==> config.mk <==
export PLATFORM = sky130hd
export DESIGN_NAME = tile_skip_fill_flat
export DESIGN_NICKNAME = d
export VERILOG_FILES = /design/src/rtl/mobilenet_v1_pkg.sv /design/src/rtl/tile_skip_fill_if.sv /design/src/rtl/tile_skip_fill_addr_gen.sv /design/src/rtl/tile_skip_fill.sv /design/src/flat_wrapper.sv
export SDC_FILE = /design/constraint.sdc
export NUM_CORES = 2
export LEC_CHECK = 0
export BUFFER_PORTS_ARGS = -buffer_cell sky130_fd_sc_hd__buf_2
export CORE_ASPECT_RATIO = 0.5
export CORE_UTILIZATION = 58
export DETAILED_ROUTE_END_ITERATION = 7
export PLACE_DENSITY = 0.81
export SLEW_MARGIN = 10
export SYNTH_ARGS = -nofsm -noshare
export SYNTH_HDL_FRONTEND = slang
export SYNTH_SLANG_ARGS = --single-unit
==> constraint.sdc <==
create_clock -name clk -period 12.2 [get_ports clk]
set_clock_uncertainty 0.05 [all_clocks]
set_input_delay 2.44 -clock clk [delete_from_list [all_inputs] [get_ports clk]]
set_output_delay 2.44 -clock clk [all_outputs]
set_load 0.02 [all_outputs]
==> src/rtl/mobilenet_v1_pkg.sv <==
// Shared definitions for the MobileNet-v1 accelerator: skip-fill FSM states,
// the default fill byte and the ceiling divide also used by the network controller.
package mobilenet_v1_pkg;

  typedef enum logic [1:0] {
    S_IDLE  = 2'd0,
    S_LOAD  = 2'd1,
    S_WRITE = 2'd2,
    S_DONE  = 2'd3
  } skip_fill_state_t;

  localparam logic [7:0] FILL_VALUE = 8'h00;

  // Written as quotient plus remainder flag so num near 2^32 cannot overflow.
  function automatic logic [31:0] ceil_div(input logic [31:0] num, input logic [31:0] den);
    if (den == 32'd0) begin
      return 32'd0;
    end
    return (num / den) + ((num % den) != 32'd0 ? 32'd1 : 32'd0);
  endfunction

endpackage

==> src/rtl/tile_skip_fill_if.sv <==
// Output feature-map write port: one LANES-byte beat per valid/ready handshake.
interface tile_skip_fill_if #(
  parameter int ADDR_W = 32,
  parameter int LANES  = 8
) ();

  logic                 wr_valid;
  logic                 wr_ready;
  logic [ADDR_W-1:0]    wr_addr;
  logic [8*LANES-1:0]   wr_data;
  logic [LANES-1:0]     wr_strb;

  modport master (
    output wr_valid,
    output wr_addr,
    output wr_data,
    output wr_strb,
    input  wr_ready
  );

  modport slave (
    input  wr_valid,
    input  wr_addr,
    input  wr_data,
    input  wr_strb,
    output wr_ready
  );

endinterface

==> src/rtl/tile_skip_fill_addr_gen.sv <==
// Row/column/beat walker for the skip fill: keeps running addresses so that
// stepping through the tile needs only adds, advancing once per accepted beat.
module skip_fill_addr_gen #(
  parameter int DIM_W  = 16,
  parameter int ADDR_W = 32,
  parameter int LANES  = 8
) (
  input  logic              clk,
  input  logic              rst_n,
  input  logic              load,
  input  logic              advance,
  input  logic [ADDR_W-1:0] start_addr,
  input  logic [ADDR_W-1:0] row_stride,
  input  logic [ADDR_W-1:0] pix_stride,
  input  logic [DIM_W-1:0]  tile_h,
  input  logic [DIM_W-1:0]  tile_w,
  input  logic [DIM_W-1:0]  beats_per_pix,
  output logic [ADDR_W-1:0] addr,
  output logic              beat_last,
  output logic              tile_last
);

  logic [DIM_W-1:0]  row_cnt_reg, row_cnt_next;
  logic [DIM_W-1:0]  col_cnt_reg, col_cnt_next;
  logic [DIM_W-1:0]  beat_cnt_reg, beat_cnt_next;
  logic [DIM_W-1:0]  h_reg, w_reg, beats_reg;
  logic [ADDR_W-1:0] row_stride_reg, pix_stride_reg;
  logic [ADDR_W-1:0] row_base_reg, row_base_next;
  logic [ADDR_W-1:0] pix_base_reg, pix_base_next;
  logic [ADDR_W-1:0] addr_reg, addr_next;
  logic              col_last;
  logic              row_last;

  assign beat_last = (beat_cnt_reg == beats_reg - DIM_W'(1));
  assign col_last  = (col_cnt_reg == w_reg - DIM_W'(1));
  assign row_last  = (row_cnt_reg == h_reg - DIM_W'(1));
  assign tile_last = beat_last && col_last && row_last;
  assign addr      = addr_reg;

  always_comb begin
    row_cnt_next  = row_cnt_reg;
    col_cnt_next  = col_cnt_reg;
    beat_cnt_next = beat_cnt_reg;
    row_base_next = row_base_reg;
    pix_base_next = pix_base_reg;
    addr_next     = addr_reg;
    if (load) begin
      row_cnt_next  = '0;
      col_cnt_next  = '0;
      beat_cnt_next = '0;
      row_base_next = start_addr;
      pix_base_next = start_addr;
      addr_next     = start_addr;
    end else if (advance) begin
      if (!beat_last) begin
        beat_cnt_next = beat_cnt_reg + DIM_W'(1);
        addr_next     = addr_reg + ADDR_W'(LANES);
      end else if (!col_last) begin
        beat_cnt_next = '0;
        col_cnt_next  = col_cnt_reg + DIM_W'(1);
        pix_base_next = pix_base_reg + pix_stride_reg;
        addr_next     = pix_base_reg + pix_stride_reg;
      end else begin
        // Row wrap: next pixel starts from the row base, not the last pixel.
        beat_cnt_next = '0;
        col_cnt_next  = '0;
        row_cnt_next  = row_cnt_reg + DIM_W'(1);
        row_base_next = row_base_reg + row_stride_reg;
        pix_base_next = row_base_reg + row_stride_reg;
        addr_next     = row_base_reg + row_stride_reg;
      end
    end
  end

  always_ff @(posedge clk or negedge rst_n) begin
    if (!rst_n) begin
      row_cnt_reg    <= '0;
      col_cnt_reg    <= '0;
      beat_cnt_reg   <= '0;
      h_reg          <= '0;
      w_reg          <= '0;
      beats_reg      <= '0;
      row_stride_reg <= '0;
      pix_stride_reg <= '0;
      row_base_reg   <= '0;
      pix_base_reg   <= '0;
      addr_reg       <= '0;
    end else begin
      row_cnt_reg  <= row_cnt_next;
      col_cnt_reg  <= col_cnt_next;
      beat_cnt_reg <= beat_cnt_next;
      row_base_reg <= row_base_next;
      pix_base_reg <= pix_base_next;
      addr_reg     <= addr_next;
      if (load) begin
        h_reg          <= tile_h;
        w_reg          <= tile_w;
        beats_reg      <= beats_per_pix;
        row_stride_reg <= row_stride;
        pix_stride_reg <= pix_stride;
      end
    end
  end

endmodule

==> src/rtl/tile_skip_fill.sv <==
// Tile-skip responder: fills a masked-off output tile with cfg_fill_value and pulses skip_done.
// Define TILE_SKIP_FILL_STATS_EN to add saturating stat_tiles / stat_beats counters.
module tile_skip_fill
  import mobilenet_v1_pkg::*;
#(
  parameter int DIM_W  = 16,
  parameter int ADDR_W = 32,
  parameter int LANES  = 8
) (
  input  logic               clk,
  input  logic               rst_n,
  input  logic               skip_start,
  output logic               skip_done,
  output logic               busy,
  input  logic [DIM_W-1:0]   tile_out_row,
  input  logic [DIM_W-1:0]   tile_out_col,
  input  logic [DIM_W-1:0]   tile_out_h,
  input  logic [DIM_W-1:0]   tile_out_w,
  input  logic [DIM_W-1:0]   cur_out_w,
  input  logic [DIM_W-1:0]   cur_out_c,
  input  logic [ADDR_W-1:0]  out_base_addr,
  input  logic [7:0]         cfg_fill_value,
  tile_skip_fill_if.master   wr
`ifdef TILE_SKIP_FILL_STATS_EN
  ,
  output logic [31:0]        stat_tiles,
  output logic [31:0]        stat_beats
`endif
);

  skip_fill_state_t state_reg, state_next;

  logic [ADDR_W-1:0] base_reg;
  logic [DIM_W-1:0]  row_reg, col_reg, h_reg, w_reg, cw_reg, c_reg;
  logic [7:0]        fill_reg;
  logic [LANES-1:0]  last_strb_reg;

  logic [ADDR_W-1:0] row_stride;
  logic [ADDR_W-1:0] pix_stride;
  logic [ADDR_W-1:0] start_addr;
  logic [DIM_W-1:0]  beats_per_pix;
  logic [DIM_W-1:0]  c_rem;
  logic [LANES-1:0]  last_strb_calc;
  logic              zero_tile;
  logic              fire;
  logic              gen_load;
  logic [ADDR_W-1:0] gen_addr;
  logic              beat_last;
  logic              tile_last;

  // Multiplies live only here and are consumed in S_LOAD; the walk itself is add-only.
  assign row_stride    = ADDR_W'(cw_reg) * ADDR_W'(c_reg);
  assign pix_stride    = ADDR_W'(c_reg);
  assign start_addr    = base_reg + ADDR_W'(row_reg) * row_stride + ADDR_W'(col_reg) * pix_stride;
  assign beats_per_pix = DIM_W'(ceil_div(32'(c_reg), 32'(LANES)));
  assign c_rem         = c_reg % DIM_W'(LANES);
  assign zero_tile     = (h_reg == '0) || (w_reg == '0) || (beats_per_pix == '0);

  generate
    for (genvar gi = 0; gi < LANES; gi++) begin : g_last_strb
      assign last_strb_calc[gi] = (c_rem == '0) || (DIM_W'(gi) < c_rem);
    end
  endgenerate

  assign gen_load = (state_reg == S_LOAD);
  assign fire     = wr.wr_valid && wr.wr_ready;

  skip_fill_addr_gen #(
    .DIM_W  (DIM_W),
    .ADDR_W (ADDR_W),
    .LANES  (LANES)
  ) u_addr_gen (
    .clk           (clk),
    .rst_n         (rst_n),
    .load          (gen_load),
    .advance       (fire),
    .start_addr    (start_addr),
    .row_stride    (row_stride),
    .pix_stride    (pix_stride),
    .tile_h        (h_reg),
    .tile_w        (w_reg),
    .beats_per_pix (beats_per_pix),
    .addr          (gen_addr),
    .beat_last     (beat_last),
    .tile_last     (tile_last)
  );

  always_comb begin
    state_next = state_reg;
    case (state_reg)
      S_IDLE:  if (skip_start) state_next = S_LOAD;
      S_LOAD:  state_next = zero_tile ? S_DONE : S_WRITE;
      S_WRITE: if (fire && tile_last) state_next = S_DONE;
      S_DONE:  state_next = S_IDLE;
      default: state_next = S_IDLE;
    endcase
  end

  always_ff @(posedge clk or negedge rst_n) begin
    if (!rst_n) begin
      state_reg     <= S_IDLE;
      base_reg      <= '0;
      row_reg       <= '0;
      col_reg       <= '0;
      h_reg         <= '0;
      w_reg         <= '0;
      cw_reg        <= '0;
      c_reg         <= '0;
      fill_reg      <= FILL_VALUE;
      last_strb_reg <= '0;
    end else begin
      state_reg <= state_next;
      // Descriptor is captured only on an accepted start; later input changes are ignored.
      if (state_reg == S_IDLE && skip_start) begin
        base_reg <= out_base_addr;
        row_reg  <= tile_out_row;
        col_reg  <= tile_out_col;
        h_reg    <= tile_out_h;
        w_reg    <= tile_out_w;
        cw_reg   <= cur_out_w;
        c_reg    <= cur_out_c;
        fill_reg <= cfg_fill_value;
      end
      if (state_reg == S_LOAD) begin
        last_strb_reg <= last_strb_calc;
      end
    end
  end

  assign busy        = (state_reg != S_IDLE);
  assign skip_done   = (state_reg == S_DONE);
  assign wr.wr_valid = (state_reg == S_WRITE);
  assign wr.wr_addr  = gen_addr;
  assign wr.wr_data  = {LANES{fill_reg}};
  assign wr.wr_strb  = (state_reg != S_WRITE) ? '0 : (beat_last ? last_strb_reg : '1);

`ifdef TILE_SKIP_FILL_STATS_EN
  always_ff @(posedge clk or negedge rst_n) begin
    if (!rst_n) begin
      stat_tiles <= '0;
      stat_beats <= '0;
    end else begin
      if (skip_done && stat_tiles != '1) stat_tiles <= stat_tiles + 32'd1;
      if (fire && stat_beats != '1)      stat_beats <= stat_beats + 32'd1;
    end
  end
`endif

endmodule

==> src/flat_wrapper.sv <==
// flat-port wrapper written by rule: the top's interface ports become plain ports
module tile_skip_fill_flat import mobilenet_v1_pkg::*;
#(
  parameter int DIM_W  = 16,
  parameter int ADDR_W = 32,
  parameter int LANES  = 8
)
  (clk, rst_n, skip_start, skip_done, busy, tile_out_row, tile_out_col, tile_out_h, tile_out_w, cur_out_w, cur_out_c, out_base_addr, cfg_fill_value, wr_wr_valid, wr_wr_addr, wr_wr_data, wr_wr_strb, wr_wr_ready);
  tile_skip_fill_if #(.ADDR_W(ADDR_W), .LANES(LANES)) wr_i ();
  input  logic clk;
  input  logic rst_n;
  input  logic skip_start;
  output logic skip_done;
  output logic busy;
  input  logic [DIM_W-1:0] tile_out_row;
  input  logic [DIM_W-1:0] tile_out_col;
  input  logic [DIM_W-1:0] tile_out_h;
  input  logic [DIM_W-1:0] tile_out_w;
  input  logic [DIM_W-1:0] cur_out_w;
  input  logic [DIM_W-1:0] cur_out_c;
  input  logic [ADDR_W-1:0] out_base_addr;
  input  logic [7:0] cfg_fill_value;
  output wire logic [$bits(wr_i.wr_valid)-1:0] wr_wr_valid;
  output wire logic [$bits(wr_i.wr_addr)-1:0] wr_wr_addr;
  output wire logic [$bits(wr_i.wr_data)-1:0] wr_wr_data;
  output wire logic [$bits(wr_i.wr_strb)-1:0] wr_wr_strb;
  input wire logic [$bits(wr_i.wr_ready)-1:0] wr_wr_ready;
  assign wr_wr_valid = wr_i.wr_valid;
  assign wr_wr_addr = wr_i.wr_addr;
  assign wr_wr_data = wr_i.wr_data;
  assign wr_wr_strb = wr_i.wr_strb;
  assign wr_i.wr_ready = wr_wr_ready;
  tile_skip_fill #(.DIM_W(DIM_W), .ADDR_W(ADDR_W), .LANES(LANES)) u_core (.clk(clk), .rst_n(rst_n), .skip_start(skip_start), .skip_done(skip_done), .busy(busy), .tile_out_row(tile_out_row), .tile_out_col(tile_out_col), .tile_out_h(tile_out_h), .tile_out_w(tile_out_w), .cur_out_w(cur_out_w), .cur_out_c(cur_out_c), .out_base_addr(out_base_addr), .cfg_fill_value(cfg_fill_value), .wr(wr_i));
endmodule
# ---- Word level (Yosys, flattened, before mapping)
# Cells that the tools add are included.
dict set report totals {
  inputBits 140
  output_inout_bits 107
  register_bits 386
  elab_cells 110
}
dict set report op_classes {
  reduce_logical 28
  n_eq_ne 9
  n_lt_le_gt_ge 8
  muxes 29
  n_addsub 12
  multipliers 3
}
# cell n
set ops {}
lappend ops {{two-way mux 32 bit} 11}
lappend ops {{two-way mux 16 bit} 11}
lappend ops {{adder 32 bit} 3}
lappend ops {{logical NOT 16 bit} 4}
lappend ops {{multiplier 16 x 16 -> 32 bit} 2}
lappend ops {{adder 16 x 1 -> 16 bit, second input constant} 3}
lappend ops {{== test 16 bit} 3}
lappend ops {{subtractor 16 x 1 -> 16 bit, second input constant} 3}
lappend ops {{adder 32 x 16 -> 32 bit} 1}
lappend ops {{adder 32 x 4 -> 32 bit, second input constant} 1}
lappend ops {{multiplier 16 x 32 -> 32 bit} 1}
lappend ops {{nonzero test 32 bit} 1}
lappend ops {{adder 13 x 16 -> 16 bit} 1}
lappend ops {{two-way mux 8 bit} 2}
lappend ops {{less-than comparator 3 bit, first input constant} 4}
lappend ops {{logical OR 1 bit} 10}
lappend ops {{one-hot mux 2 bit (4 select lines)} 1}
lappend ops {{nonzero test 2 bit} 4}
lappend ops {{less-than comparator 1 x 3 -> 1 bit, first input constant} 2}
lappend ops {{less-than comparator 2 x 3 -> 1 bit, first input constant} 2}
lappend ops {{!= test 2 bit, second input constant} 3}
lappend ops {{logical AND 1 bit} 5}
lappend ops {{== test 2 bit, second input constant} 2}
lappend ops {{two-way mux 2 bit} 2}
lappend ops {{other kinds (5)} 7}

# ---- Logic depth before layout (Yosys ltp)
dict set report logic_depth {
  word_depth 7
  mapped_depth 51
  ltp_nobuf 48
}

# ---- Hierarchy
# A second synthesis with hierarchy kept.
dict set report unflattened {
  hier_cells 5692
  area_unflattened_um2 52655.5
}
# mod n_inst area_each_um2 seq_area_each_um2 cells_per_inst
set by_module_without_submodules {}
lappend by_module_without_submodules {tile_skip_fill 1 35713.0 3653.5 3819}
lappend by_module_without_submodules {skip_fill_addr_gen 1 16942.5 6406.1 1873}

# ---- Worst setup path before layout
# No wires, ideal clock.
dict set report synth_timing {
  path_type {register -> register}
  from {register u_core.c_reg[1]}
  to {register u_core.u_addr_gen.addr_reg[30], in the netlist u_core.u_addr_gen.addr[30]}
  setup_time_ps 86
  path_slack_ps -536
  required_time_ps 12064
  stages_incl_launch_ff 47
  n_path_buf 4
  arrival_ps 12600
  path_cell_list {dfrtp_1 > clkbuf_1 > clkbuf_1 > nand2_1 > fa_1 > fa_1 > fa_1 > fa_1 > inv_1 > fa_1 > inv_1 > fa_1 > inv_1 > ha_1 > nand3_1 > a2111o_1 > a211o_1 > and2_1 > [11 not listed] > fa_1 > inv_1 > fa_1 > inv_1 > ha_1 > clkbuf_1 > a21o_1 > a21oi_1 > o21ai_0 > a21o_1 > a21oi_1 > o21ai_0 > a2111oi_0 > o21ai_0 > a21oi_1 > mux2i_1 > a311oi_1 > nor3_1}
}
dict set report synth_between {
  elab_chain_cells 5
  elab_cells_between_ends 6
  cone_classes {add/sub: 2; mul: 3; mux: 1}
}
# element line_no
set synth_lines {}
lappend synth_lines {{start, declared} tile_skip_fill.sv:34} ;# logic [DIM_W-1:0] row_reg, col_reg, h_reg, w_reg, cw_reg, c_reg;
lappend synth_lines {{start signal, assigned} tile_skip_fill.sv:121} ;# c_reg <= cur_out_c;
lappend synth_lines {{multiplier 16 x 16 -> 32 bit} tile_skip_fill.sv:52} ;# assign row_stride = ADDR_W'(cw_reg) * ADDR_W'(c_reg);
lappend synth_lines {{multiplier 16 x 32 -> 32 bit} tile_skip_fill.sv:54} ;# assign start_addr = base_reg + ADDR_W'(row_reg) * row_stride + ADDR_W'(col_reg) * pix_stride;
lappend synth_lines {{adder 32 bit} tile_skip_fill.sv:54}
lappend synth_lines {{adder 32 bit *} tile_skip_fill.sv:54}
lappend synth_lines {{two-way mux 32 bit *} tile_skip_fill_addr_gen.sv:47} ;# if (load) begin
lappend synth_lines {{end signal, assigned} tile_skip_fill_addr_gen.sv:94} ;# addr_reg <= addr_next;
lappend synth_lines {{end, declared} tile_skip_fill_addr_gen.sv:30} ;# logic [ADDR_W-1:0] addr_reg, addr_next;
# Mark *: on every way between the ends. The rest lies on a longest branch, timed or not.
# A chain may end at the register's enable or synchronous reset.

# ---- Worst setup path in the final report
dict set report layout_timing {
  from {register u_core.c_reg[6]}
  to {register u_core.u_addr_gen.row_base_reg[31]}
}
dict set report layout_between {
  elab_chain_cells 5
  elab_cells_between_ends 6
  cone_classes {add/sub: 2; mul: 3; mux: 1}
}
# element line_no
set layout_lines {}
lappend layout_lines {{multiplier 16 x 16 -> 32 bit} tile_skip_fill.sv:52}
lappend layout_lines {{multiplier 16 x 32 -> 32 bit} tile_skip_fill.sv:54}
lappend layout_lines {{adder 32 bit} tile_skip_fill.sv:54}
lappend layout_lines {{adder 32 bit *} tile_skip_fill.sv:54}
lappend layout_lines {{two-way mux 32 bit *} tile_skip_fill_addr_gen.sv:47}
lappend layout_lines {{end signal, assigned} tile_skip_fill_addr_gen.sv:92} ;# row_base_reg <= row_base_next;
lappend layout_lines {{end, declared} tile_skip_fill_addr_gen.sv:28} ;# logic [ADDR_W-1:0] row_base_reg, row_base_next;
# Marked as above.

==> impl_metrics.yaml <==
critical_path:
  critPathMostFrequentCell: "fa_1"
  setup.worst_path.class: "flip-flop to flip-flop"
  max_stage_delay_ps: 590
  crit_start: "u_core.c_reg[6]"
  worst-path-buf-inv: 10
  endpoint_kind: "flip-flop"
  cp.depth: 44
  worstRegToRegCells: 44
  crit_path_end: "u_core.u_addr_gen.row_base_reg[31]"
  critPathMaxFanout: 6
  worst-r2r-setup-slack_ps: -160
  critical_path.top_delay_family: "adder cells"
  start_kind: "flip-flop"
  timing.rr.start: "u_core.c_reg[6]"
  reg2reg_to: "u_core.u_addr_gen.row_base_reg[31]"
  cp_data_arrival_time_ps: 12790
  required_ps: 12640
  cpMaxStageDelayCell: "fa_2"
drt:
  post_drt_via_cell_ratio: 5.80
  wl_per_cell_um: 21.4
  via_count: 40620
  drtIter0Drc: 3466
  drt_wl_total_um: 150000
  dr.pass1.iters: 6
  drc: 0
  detail-route-antenna-nets: 0
floorplanning:
  die_h_um: 211
  die_w_um: 420
  initial_core_util_pct: 58.7
  core_area_um2: 86200
  ioPinCount: 247
  dieArea_um2: 88500
  rows: 76
place:
  dp.cells: 6888
  gp_congestion: 1.01
  port_buffers: 246
  post-dp-hpwl_um: 119000
  dpl_cell_area_um2: 54700
logic_synthesis:
  synth_edf_count: 0
  syn-num-nets: 6677
  synth_ff_type: "dfrtp_1"
  seq_area_frac_synth_pct: 19.0
  async_flop_share_pct: 100
  ys_types: 87
  ys_warn_count: 0
  yosys_register_bits: 384
  mappedNetlistArea_um2: 50600
  synth_area_per_cell_um2: 9.28
  synthCells: 5455
sta:
  fin_crit_ps: 12360
  worst_slack_ps: -156
  worstMarginPinSlew_ps: 1220
  hold_viol: 0
  finalSetupViolations: 17
  period_share_pct: 101
  rsz0062_at_grt: "true"
  max_freq_mhz: 80.9
  drv_slew: 0
  relSlewSlack_pct: 18.7
grt:
  grt_overflow: 0
  grt_usage_pct: 35.1
  grt_max_degree: 81
  grt_pass1_vias: 43218
  antenna_found_initial: 2
  grt_pass1_wl_um: 240000
clock_tree:
  cts.sinks: 384
  numCtsBuffers: 41
  htreeDepth: 2
  clkLatencyLatePin_ps: 650
  tritoncts: "yes"
  postCtsHoldBufs: 0
  root_buffer: "clkbuf_16"
  cts.clk_slew.worst_paths_ps: 60
  clk_path_buf_depth: 3
cells_and_area:
  final_util_pct: 66.7
  num_antenna_cells: 0
  drive_gt1_share_pct: 19.6
  finalNetCount: 7025
  fillers: 6711
  area_delta_synth_final_pct: 13.7
  design_area_um2: 57600
  fin_cells: 7006
  final_common_cell: "inv_1"
  final_cell_mix: "inv_1 (923), fa_1 (765), nand2_1 (663)"
run:
  maxCapViolCount: 0
hold_path:
  hold_class: "flip-flop to flip-flop"
outcome:
  status: "finished, violations left"
  violations: "setup timing"
==> stage by stage <==
stage | hold slack (ps) | setup WS [ps] | TNS [ps]
2_1_floorplan | 390 | 0.497 | 0
3_3_place_gp | 403 | -490 | -10270
3_5_place_dp | 411 | -719 | -14820
4_1_cts | 425 | -148 | -1360
5_1_grt | 435 | -587 | -12090
6_report | 417 | -156 | -1430
==> final cells by class <==
class	instances	area [um2]	area share, %
tap	1170	1460	2.54
multi-input combinational	3792	37100	64.4
sequential	384	9620	16.7
inverter	949	3560	6.19
clock buffer	58	1190	2.07
clock inverter	18	236	0.411
timing repair buffer	635	4420	7.68
==> how the worst min path moves through the flow <==
stage | startpoint | to | slack (ps) | depth (start not counted)
after detailed placement | u_core.last_strb_reg[0] | u_core.last_strb_reg[0] | 410 | 1
after floorplan | u_core.last_strb_reg[0] | u_core.last_strb_reg[0] | 390 | 1
after CTS | u_core.last_strb_reg[0] | u_core.last_strb_reg[0] | 430 | 1
after global placement | u_core.last_strb_reg[0] | u_core.last_strb_reg[0] | 400 | 1
after global routing | u_core.last_strb_reg[0] | u_core.last_strb_reg[0] | 430 | 1
final | u_core.last_strb_reg[0] | u_core.last_strb_reg[0] | 420 | 1
==> layer usage <==
| metal | global-route usage, % | wire length (um) |
|---|---|---|
| met5 | 0 | 0 |
| met4 | 12.0 | 5800 |
| met3 | 8.99 | 14900 |
| met2 | 55.3 | 68300 |
| met1 | 47.4 | 61300 |
==> synthesized netlist by cell type, types with 46 or more instances <==
library cell	n	share of area, %
nor2_1	222	1.6
nor3_1	55	0.54
fa_1	781	31
a21oi_1	165	1.6
mux2_2	210	4.7
and2_1	350	4.3
xor2_1	88	1.5
o21a_1	48	0.71
nand3_1	73	0.72
inv_1	948	7.0
xnor2_1	130	2.2
buf_4	56	0.83
and3_1	46	0.57
dfrtp_1	384	19
ha_1	301	7.4
nand2_1	674	5.0
clkbuf_1	238	1.8
o21ai_0	129	1.3
==> timing repair <==
action / 4_1_cts / 5_1_grt
cloned: 1 / 0
endpoints found under the hold margin: 0 / 0
gates resized for setup: 117 / 152
buffers inserted: 23 / 25
pin swaps: 78 / 79
setup endpoints to repair: 42 / 54
==> kinds of logic after synthesis <==
group / share of synthesized area, %
simple gates: 15.9
buf+inv: 9.93
fa+ha+maj: 38.3
compound gates: 7.87
flops: 19.0
xor+xnor: 4.04
mux: 4.95
Power is not shown: default switching activity piles up to over one toggle a cycle in this logic, so the estimate is an artifact.
